--- src/rtl/quad_decoder.sv ---
// Quadrature decoder behind the A/B capacitive low-pass filters. It keeps a signed 4x position,
// the step direction, the step period in clocks and a saturating count of illegal transitions.
module quad_decoder #(
    parameter int POS_WIDTH    = 32,
    parameter int PERIOD_WIDTH = 24,
    parameter int ERR_WIDTH    = 8
) (
    input  logic                    clock,
    input  logic                    sclr_n,
    input  logic                    a,
    input  logic                    b,
    input  logic                    a_init,
    input  logic                    b_init,
    input  logic                    load,
    input  logic [POS_WIDTH-1:0]    load_value,
    output logic [POS_WIDTH-1:0]    position,
    output logic                    dir,
    output logic                    step,
    output logic                    err,
    output logic [ERR_WIDTH-1:0]    err_count,
    output logic [PERIOD_WIDTH-1:0] period,
    output logic                    valid
);

    localparam logic [0:0] INIT  = 1'b0;
    localparam logic [0:0] TRACK = 1'b1;

    localparam logic [PERIOD_WIDTH-1:0] PERIOD_MAX = '1;
    localparam logic [ERR_WIDTH-1:0]    ERR_MAX    = '1;

    logic [0:0]              state;
    logic [1:0]              prev_ab;
    logic [1:0]              cur_ab;
    logic [PERIOD_WIDTH-1:0] cnt;
    logic [PERIOD_WIDTH-1:0] cnt_inc;
    logic                    fwd;
    logic                    rev;
    logic                    dbl;

    assign cur_ab  = {a, b};
    assign cnt_inc = (cnt == PERIOD_MAX) ? cnt : cnt + 1'b1;
    assign valid   = (state == TRACK);

    // Transition class from {prev_ab, cur_ab}; A leading B counts forward.
    always_comb begin
        fwd = 1'b0;
        rev = 1'b0;
        dbl = 1'b0;
        case ({prev_ab, cur_ab})
            4'b0010, 4'b1011, 4'b1101, 4'b0100: fwd = 1'b1;
            4'b1000, 4'b1110, 4'b0111, 4'b0001: rev = 1'b1;
            4'b0011, 4'b1100, 4'b1001, 4'b0110: dbl = 1'b1;
            default: ;
        endcase
    end

    always_ff @(posedge clock) begin
        if (!sclr_n) begin
            state     <= INIT;
            prev_ab   <= 2'b00;
            cnt       <= '0;
            position  <= '0;
            dir       <= 1'b0;
            step      <= 1'b0;
            err       <= 1'b0;
            err_count <= '0;
            period    <= PERIOD_MAX;
        end else begin
            step <= 1'b0;
            err  <= 1'b0;
            case (state)
                INIT: begin
                    // Leaving INIT only snapshots the inputs, so settling never counts as motion.
                    if (!a_init && !b_init) begin
                        state   <= TRACK;
                        prev_ab <= cur_ab;
                        cnt     <= '0;
                    end
                end
                TRACK: begin
                    if (a_init || b_init) begin
                        state  <= INIT;
                        period <= PERIOD_MAX;
                    end else begin
                        prev_ab <= cur_ab;
                        if (fwd || rev) begin
                            step     <= 1'b1;
                            dir      <= fwd;
                            position <= fwd ? position + 1'b1 : position - 1'b1;
                            period   <= cnt_inc;
                            cnt      <= '0;
                        end else begin
                            cnt <= cnt_inc;
                            if (cnt_inc == PERIOD_MAX) begin
                                period <= PERIOD_MAX;
                            end
                            if (dbl) begin
                                err <= 1'b1;
                                if (err_count != ERR_MAX) begin
                                    err_count <= err_count + 1'b1;
                                end
                            end
                        end
                    end
                end
                default: state <= INIT;
            endcase
            // Preset wins over a same-edge step's position update.
            if (load) begin
                position <= load_value;
            end
        end
    end

endmodule

--- config.mk ---
export PLATFORM = sky130hd
export DESIGN_NAME = quad_decoder
export DESIGN_NICKNAME = d
export VERILOG_FILES = /design/src/rtl/quad_decoder.sv
export SDC_FILE = /design/constraint.sdc
export NUM_CORES = 1
export LEC_CHECK = 0
export CORE_ASPECT_RATIO = 0.6
export CORE_MARGIN = 3
export CORE_UTILIZATION = 40
export DETAILED_ROUTE_END_ITERATION = 10
export PLACE_DENSITY_LB_ADDON = 0.08
export SLEW_MARGIN = 20
export SYNTH_ARGS = -nofsm -noshare
export SYNTH_HDL_FRONTEND = slang
export SYNTH_SLANG_ARGS = --single-unit
--- constraint.sdc ---
create_clock -name clock -period 4.22 [get_ports clock]
set_input_delay 0.844 -clock clock [delete_from_list [all_inputs] [get_ports clock]]
set_output_delay 0.844 -clock clock [all_outputs]
set_load 0.03 [all_outputs]
Yosys cells after proc, flatten, opt, wreduce, memory -nomap -nowiden
Cells that the tools add are included.
Widths: inputs -> output; s select.
{"block": "totals", "input_bits": 39, "reg_bits": 94}
{"block": "op_classes", "n_bitwise": 4, "reduce_logical": 18, "eq_ne": 18, "addsub": 4, "muxes": 24}
{"op": "$mux 24", "n": 7}
{"op": "$mux 32", "n": 5}
{"op": "$eq 24x24->1 const B", "n": 2}
{"op": "$pmux 24 s2", "n": 1}
{"op": "$add 32x1->32 const B", "n": 1}
{"op": "$sub 32x1->32 const B", "n": 1}
{"op": "$add 24x1->24 const B", "n": 1}
{"op": "$eq 4x4->1 const B", "n": 6}
{"op": "$reduce_or 4->1", "n": 4}
{"op": "$eq 4x3->1 const B", "n": 3}
{"op": "$add 8x1->8 const B", "n": 1}
{"op": "$eq 4x2->1 const B", "n": 2}
{"op": "$ne 8x8->1 const B", "n": 1}
{"op": "$mux 1", "n": 7}
{"op": "$ne 2x2->1 const B", "n": 3}
{"op": "$reduce_and 3->1", "n": 2}
{"op": "$reduce_and 5->1", "n": 1}
{"op": "$eq 4x1->1 const B", "n": 1}
{"op": "$mux 2", "n": 2}
{"op": "$not 1->1", "n": 4}
{"op": "$pmux 2 s2", "n": 1}
{"op": "$reduce_and 2->1", "n": 2}
{"op": "$reduce_bool 2->1", "n": 2}
{"op": "$reduce_bool 3->1", "n": 1}
{"op": "other kinds (5)", "n": 7}

Depth between registers and ports, before layout
Gate-level depths: netlist of the first run.
{"block": "logic_depth", "ltp_word": 8, "ltp_mapped": 13, "ltp_nobuf": 12}

Least setup slack after synthesis of the first run
Ideal clock, no wire load.
{"block": "synth_timing", "path_type": "input to register", "start": "input port b", "end": "register position[30]", "n_path_buf": 0, "setup_ps": 92, "required_time_ps": 4128, "path_slack_ps": -140, "arrival_ps": 4268, "stages": 12, "path_cell_list": "xnor2_1 nand2_1 ha_1 a21o_1 a221o_1 a41oi_1 a2111oi_0 o21a_1 a311oi_1 a21oi_1 xnor2_1 o32ai_1"}
{"block": "synth_between", "elab_chain_cells": 8, "elab_cells_between_ends": 20}
{"element": "from (decl)", "line": "11", "source": "input logic b,"}
{"element": "$eq 4x2->1, or another cell as far along", "line": "49", "source": "case ({prev_ab, cur_ab})"}
{"element": "$reduce_or 4->1", "line": "49"}
{"element": "$mux 1", "line": "49"}
{"element": "$mux 32", "line": "89", "source": "position <= fwd ? position + 1'b1 : position - 1'b1;"}
{"element": "$mux 32", "line": "86", "source": "if (fwd || rev) begin"}
{"element": "$mux 32", "line": "81", "source": "if (a_init || b_init) begin"}
{"element": "$mux 32", "line": "71", "source": "case (state)"}
{"element": "$mux 32", "line": "109", "source": "if (load) begin"}
{"element": "to (signal assigned)", "line": "89"}
{"element": "to (signal assigned)", "line": "110", "source": "position <= load_value;"}
{"element": "to (decl)", "line": "16", "source": "output logic [POS_WIDTH-1:0] position,"}
Several ways; a longest one is shown, not always the timed one. The select of a mux whose other input is x is not followed.
A chain may end at the register's enable or synchronous reset.

Worst setup path after layout of the first run
{"block": "layout_timing", "start": "input port a", "end": "register position[30]"}
{"block": "layout_between", "elab_chain_cells": 8, "elab_cells_between_ends": 20}
{"element": "from (decl)", "line": "10", "source": "input logic a,"}
{"element": "$eq 4x2->1, or another cell as far along", "line": "49"}
{"element": "$reduce_or 4->1", "line": "49"}
{"element": "$mux 1", "line": "49"}
{"element": "$mux 32", "line": "89"}
{"element": "$mux 32", "line": "86"}
{"element": "$mux 32", "line": "81"}
{"element": "$mux 32", "line": "71"}
{"element": "$mux 32", "line": "109"}
Several ways; a longest one is shown, not always the timed one. The select of a mux whose other input is x is not followed.

==> key figures, run 1 <==
STA
  • Minimum clock period: between 3 and 4 ns
  • Final hold vios: 0
  • Setup violators final: 0
  • Unrepaired setup endpoints after global routing: false
  • Worst Tran Pin Value: roughly 0.72 ns
  • Hold WS: 0.465 ns
  • Fin. max-slew vios: 0
  • Fmax: 251 MHz
  • Slew HR: 0.517
  • Final period util: 0.942
  • Clock skew: 0.0108 ns

Route
  • DRC: 0
  • Routed WL: 19,000 um
  • Via count: 6,127
  • Vias/cell: 5.63
  • Wire length per cell: 17.4 um
  • DRT Pass-1 Iters: 5
  • Iter 0 DRT Violations: 536
  • Routed Antenna Nets: 0

CTS
  • Clk buf depth: 2
  • Clock latency on the worst-skew pair: roughly 0.36 ns
  • Postcts setup bufs: 0
  • Post-CTS sizing: 0
  • CTS tree: yes
  • Max H-tree Level: 3
  • Post-CTS Hold Fix Bufs: 0
  • Clock transition at path regs: 0.07 ns
  • TritonCTS Buffers: 9
  • Sinks on Clock Net: 94
  • CTS Root Cell: clkbuf_16

Finish
  • Share of layout cells above drive strength 1: 0.0914
  • Final core occ: 0.553
  • Fillers: 1,327
  • Most frequent cells in the layout: a21oi_1, clkdlybuf4s50_1, dfxtp_1
  • # nets final: 964
  • P&R area growth vs syn: 31.6%
  • Ant diodes: 0
  • Commonest non-fill, non-tap cell in the layout: a21oi_1

Pwr
  • Int Power: 1.69 mW
  • Psw: between 0.8 and 0.9 mW
  • Clock power frac: 0.332
  • Sw frac: 0.336
  • PD cells: 328 nW/um2
  • Static leakage: ~3.0 nW
  • Total Power Consumption: 2.54 mW
  • Combinational share of power: 0.299
  • Maximum VDD drop: 187 uV
  • Sequential share of power: 0.369

Synth
  • Sequential area share after synthesis: 0.320
  • Post-synth top area cell: dfxtp_1
  • Dominant synthesized flop cell: dfxtp_1
  • Post-synth net total: 832
  • Share of async-settable or async-resettable flops after synthesis: 0
  • Synthesized cell area: 5890 um2
  • Synth Warn #: 0
  • Area contributors post-synth: dfxtp_1, a21oi_1, ha_1, nor2_1, nand2_1
  • Number of library cell types mapped by synthesis: 64
  • Post-synth EDFFs: 0
  • Mean Syn Cell Area: 7.75 um2
  • #FFs+latches synth: 94
  • Mapped Cells: 760
  • Synth top area share: 0.320

Worst setup path
  • CP dominant cell by count: a21oi_1
  • Critical path depth: 15
  • CP top delay family: compound AO/OA/AOI/OAI gates
  • Worst path cell trace: clkdlybuf4s50_1 -> xor2_1 -> nand2_2 -> buf_12 -> buf_4 -> ha_1 -> a21oi_1 -> nor3_1 -> a211o_1 -> or4_1 -> o21a_1 -> a311oi_1 -> a21oi_1 -> xnor2_1 -> o32ai_1
  • Crit path largest cell delay: 0.50 ns
  • Worst Path Required: 4.48 ns
  • Critical Path AT: 4.24 ns
  • CP Launch Type: primary input
  • Slowest CP cell: clkdlybuf4s50_1
  • Crit path kind: primary input to flop
  • Critical Path End Type: flop
  • Reg2reg setup slack: around 0.83 ns
  • CP Buf/Inv Count: 3
  • Worst r2r path cells: 11
  • Max FO, Critical Path: 13

Placed design
  • Detailed placement HPWL: 14,000 um
  • Routability Congestion: around 0.94
  • IO Port Bufs: 106

Floorplan
  • Die X: between 150 and 200 um
  • Site Rows: 33
  • Die area: about 16,000 um2
  • Die height: 100 um
  • Core ar.: 14,000 um2
  • Starting Density: 0.421
  • I/O pin cnt: around 110

Global route
  • Initial antenna violation count: 0
  • First-pass GRT wire length: 30,500 um
  • Grt total ovfl: 0
  • GRT Overall Usage: 0.232
  • Pin count of the biggest net entering global routing: 53
  • Vias in the first global route: 5,795

Run
  • Max cap viols: 0

Worst hold path
  • Hold Crit Class: flop to flop
  • Worst hold path depth: 1

Outcome
  • Status: finished, final reports clean
synth_stat cells, types with 4 or more instances:
| cell | count |
|---|---|
| o21a_1 | 7 |
| clkbuf_1 | 29 |
| dfxtp_1 | 94 |
| nand4_1 | 11 |
| o211ai_1 | 6 |
| a21oi_1 | 115 |
| nand2b_1 | 6 |
| a22oi_1 | 5 |
| buf_2 | 7 |
| a41oi_1 | 4 |
| nand2_1 | 77 |
| a31oi_1 | 6 |
| ha_1 | 32 |
| o22a_1 | 4 |
| xnor2_1 | 30 |
| nand3_1 | 20 |
| nor2b_1 | 4 |
| a211oi_1 | 5 |
| a311oi_1 | 6 |
| or3_1 | 9 |
| xor2_1 | 26 |
| nor2_1 | 90 |
| o21bai_1 | 5 |
| nor3_1 | 16 |
| a21o_1 | 19 |
| and2_1 | 7 |
| inv_1 | 13 |
| o21ai_0 | 37 |
| and3_1 | 15 |
cells by family after synthesis:
| group | after synthesis | synth area share |
|---|---|---|
| and+or+nand+nor | 274 | 0.221 |
| adders and majority gates | 33 | 0.0714 |
| DFF | 94 | 0.320 |
| muxes | 3 | 0.00510 |
| xor gates and xnor gates | 56 | 0.0833 |
| AOI/OAI and AO/OA | 247 | 0.262 |
| buffers and inverters | 53 | 0.0378 |
final cells by class:
class                   count  area (um2)  area share
multi-input cells         613        3790       0.489
flip-flops and latches     94        1880       0.243
repair buffers            160        1480       0.191
well taps                 192         240      0.0310
clock buffers               9         225      0.0291
clock inverters             7        80.1      0.0103
inverters                  14        52.6     0.00678
flip-flops by register name (all words and copies together) (netlist names):
name,flops
err,1
step,1
dir,1
valid,1
cnt,24
period,24
position,32
prev_ab,2
err_count,8
through the flow:
step	setup TNS [ns]	setup WS, ns	area, um2	cells
final	0	0.243	7750	1089
after global routing	0	0.00591	7750	1089
after CTS	0	0.256	7750	1089
after detailed placement	-0.239	-0.118	7440	1073
after global placement	-0.0544	-0.0544	7440	1073
after floorplan	0	0.173	5890	760
power by group through the flow:
stage,clock [mW],combinational (mW),sequential (mW)
finish,0.845,0.760,0.939
global route,0.893,0.831,0.942
CTS,0.867,0.752,0.938
detailed placement,0,0.746,0.959
global placement,0,0.733,0.958
floorplan,0,0.424,1.00
layer usage:
metal,GRT usage,share of wire,vias up
met5,0,0,-
met4,0.0396,0.0079,0
met3,0.0590,0.084,19
met2,0.325,0.39,239
met1,0.360,0.52,2862
li1,-,-,3007
final timing paths:
| path | to | start |
|---|---|---|
| setup / recovery | position[30] | a |
| hold / removal | period[3] | period[3] |
| setup reg to reg | period[16] | cnt[0] |
| hold reg to reg | period[3] | period[3] |
Power figures use the tool's default switching activity.
==> inputs of run 2 (changes only) <==
--- a/config.mk
+++ b/config.mk
@@ -5,10 +5,11 @@
 export SDC_FILE = /design/constraint.sdc
 export NUM_CORES = 1
 export LEC_CHECK = 0
+export CAP_MARGIN = 5
 export CORE_ASPECT_RATIO = 0.6
-export CORE_MARGIN = 3
 export CORE_UTILIZATION = 40
 export DETAILED_ROUTE_END_ITERATION = 10
+export MAX_ROUTING_LAYER = met4
 export PLACE_DENSITY_LB_ADDON = 0.08
 export SLEW_MARGIN = 20
 export SYNTH_ARGS = -nofsm -noshare
==> run 2 against run 1 <==
Effect of this change: first-iteration DRC count shrank 17%; non-clock buffer count rose by 3; sequential cell count stayed put; clock power grew 7.6%; critical path type unchanged.
==> key figures, run 2 (synthesis results as in run 1) <==
Worst setup path
  • Slowest CP cell: clkdlybuf4s50_1
  • CP Launch Type: primary input
  • Worst path cell trace: clkdlybuf4s50_1 -> xor2_1 -> nand2_2 -> buf_12 -> ha_1 -> a21o_1 -> a221o_1 -> a41oi_1 -> a2111oi_2 -> buf_4 -> o21a_1 -> a311oi_2 -> a21oi_1 -> xnor2_1 -> o32ai_1
  • Crit path largest cell delay: 0.50 ns (about the same)
  • Crit path kind: primary input to flop
  • Max FO, Critical Path: 14 (+1)
  • Worst Path Required: 4.46 ns (-0.02 ns)
  • Critical Path End Type: flop
  • Critical Path AT: 4.22 ns (-0.02 ns)

CTS
  • TritonCTS Buffers: 9 (unchanged)
  • CTS tree: yes
  • Sinks on Clock Net: 94 (unchanged)
  • Clock latency on the worst-skew pair: 0.35 ns (about the same)
  • Clock transition at path regs: 0.07 ns (about the same)
  • Postcts setup bufs: 0 (unchanged)
  • Max H-tree Level: 3 (unchanged)
  • CTS Root Cell: clkbuf_16
  • Clk buf depth: 2 (unchanged)

Pwr
  • Maximum VDD drop: 232 uV (+24%)
  • PD cells: 334 nW/um2 (+1.7%)
  • Static leakage: 3.06 nW (+0.67%)

Finish
  • Largest regs: position: 32 flops, cnt: 24 flops, period: 24 flops
  • Most frequent cells in the layout: a21oi_1, clkdlybuf4s50_1, dfxtp_1
  • Final core occ: 0.558 (+0.00411)
  • Commonest non-fill, non-tap cell in the layout: a21oi_1
  • Max reg flops: 32 (unchanged)
  • Fillers: 1,277 (-3.8%)
  • # nets final: 967 (+0.31%)
  • Biggest register: position
  • Share of layout cells above drive strength 1: 0.0979 (+0.00647)
  • P&R area growth vs syn: 32.6%

Floorplan
  • Die height: 96.0 um (-4.0%)
  • Site Rows: 33 (unchanged)
  • Core ar.: 14,000 um2 (unchanged)
  • Starting Density: 0.421 (unchanged)
  • I/O pin cnt: 107 (unchanged)
  • Die X: 159 um (-2.5%)
  • Die area: 15,200 um2 (-6.4%)

Global route
  • Pin count of the biggest net entering global routing: 49 (-7.5%)
  • Initial antenna violation count: 1 (+1)
  • First-pass GRT wire length: 28,700 um (-5.8%)
  • Vias in the first global route: 5,506 (-5.0%)
  • GRT Overall Usage: 0.252 (+0.0195)
  • Grt total ovfl: 0 (unchanged)

STA
  • Final hold vios: 0 (unchanged)
  • Fmax: 252 MHz (about the same)
  • Slew HR: 0.521 (+0.00385)
  • Setup TNS: 0 ns (unchanged)
  • Minimum clock period: 3.98 ns (-0.00135 ns)
  • Clock skew: 0.0163 ns (+0.00548 ns)
  • Fin. max-slew vios: 0 (unchanged)
  • Worst Tran Pin Value: 0.719 ns (-0.00578 ns)
  • Final period util: 0.942 (about the same)
  • Setup violators final: 0 (unchanged)
  • Unrepaired setup endpoints after global routing: false

Route
  • Via count: 6,070 (-0.93%)
  • DRT Pass-1 Iters: 5 (unchanged)
  • Iter 0 DRT Violations: 447 (-17%)
  • Wire length per cell: 16.7 um (-4.4%)
  • DRC: 0 (unchanged)
  • Routed WL: 18,200 um (-4.2%)
  • Routed Antenna Nets: 0 (unchanged)
  • Vias/cell: 5.56 (-1.2%)

Placed design
  • IO Port Bufs: 106 (unchanged)
  • Detailed placement HPWL: 13,500 um (-3.5%)
  • Routability Congestion: 0.933 (-1.2%)

Outcome
  • Status: finished, final reports clean

Run
  • Max cap viols: 0 (unchanged)

Worst hold path
  • Hold Crit Class: flop to flop
-- run 2: cell types whose count changed in the layout (fill, tap and decap cells not counted), moves of 2 or more --
cell       delta
clkinv_8      -2
bufinv_16     +2
inv_8         -2
buf_4         +3
-- run 2: timing repair --
item | 4_1_cts | 5_1_grt
setup endpoints to repair | 1 | 4
hold buffers | 0 | 0
resized for setup | 1 | 4
pin swaps | 0 | 1
-- run 2: metal layers --
layer / up-vias / GRT usage / routed length [um]
met3: 17 / 0.0504 / 1150
li1: 3018 / - / -
met4: 0 / 0.0569 / 193
met2: 193 / 0.338 / 6900
met5: - / - / 0
met1: 2842 / 0.376 / 9950
-- run 2: worst paths after layout --
kind / from / endpoint / slack, ns / cells after the start
worst max register to register: cnt[0] / period[4] / 0.76 / 11
worst min register to register: period[23] / period[23] / 0.47 / 1
worst max-delay path: a / position[30] / 0.24 / 15
worst min-delay path: period[23] / period[23] / 0.47 / 1
-- run 2: where the power goes --
| group | internal, mW | switching [mW] | leakage [nW] | total (mW) |
|---|---|---|---|---|
| Clock | 0.522 | 0.387 | 0.149 | 0.909 |
| Sequential | 0.912 | 0.0259 | 0.766 | 0.938 |
| Combinational | 0.359 | 0.400 | 2.14 | 0.759 |
| Total | 1.79 | 0.813 | 3.06 | 2.61 |
-- run 2: final cells by class --
class | instances | area [um2] | area share
clock buffers | 9 | 225 | 0.0289
flip-flops and latches | 94 | 1880 | 0.241
repair buffers | 163 | 1500 | 0.192
multi-input cells | 613 | 3810 | 0.488
inverters | 14 | 52.6 | 0.00673
diodes | 1 | 2.50 | 0.000321
well taps | 192 | 240 | 0.0308
clock inverters | 6 | 92.6 | 0.0119
-- run 2: critical path: cells and delay by family --
kind                     cells  cell delay, ns
AO/OA/AOI/OAI                8            1.79
buffers and inverters        3            0.82
XOR/XNOR                     2            0.36
adder cells (fa/ha/maj)      1            0.30
AND/OR/NAND/NOR              1            0.10
-- run 2: per-stage QoR --
stage	cell area [um2]	power (mW)	std cells	hold slack (ns)	setup WS, ns
4_1_cts	7780	2.61	1091	0.475	0.102
3_5_place_dp	7460	1.70	1076	0.458	-0.322
2_1_floorplan	5890	1.42	760	0.473	0.173
6_report	7800	2.61	1092	0.468	0.244
5_1_grt	7800	2.73	1092	0.497	0.0203
3_3_place_gp	7460	1.69	1076	0.449	-0.197
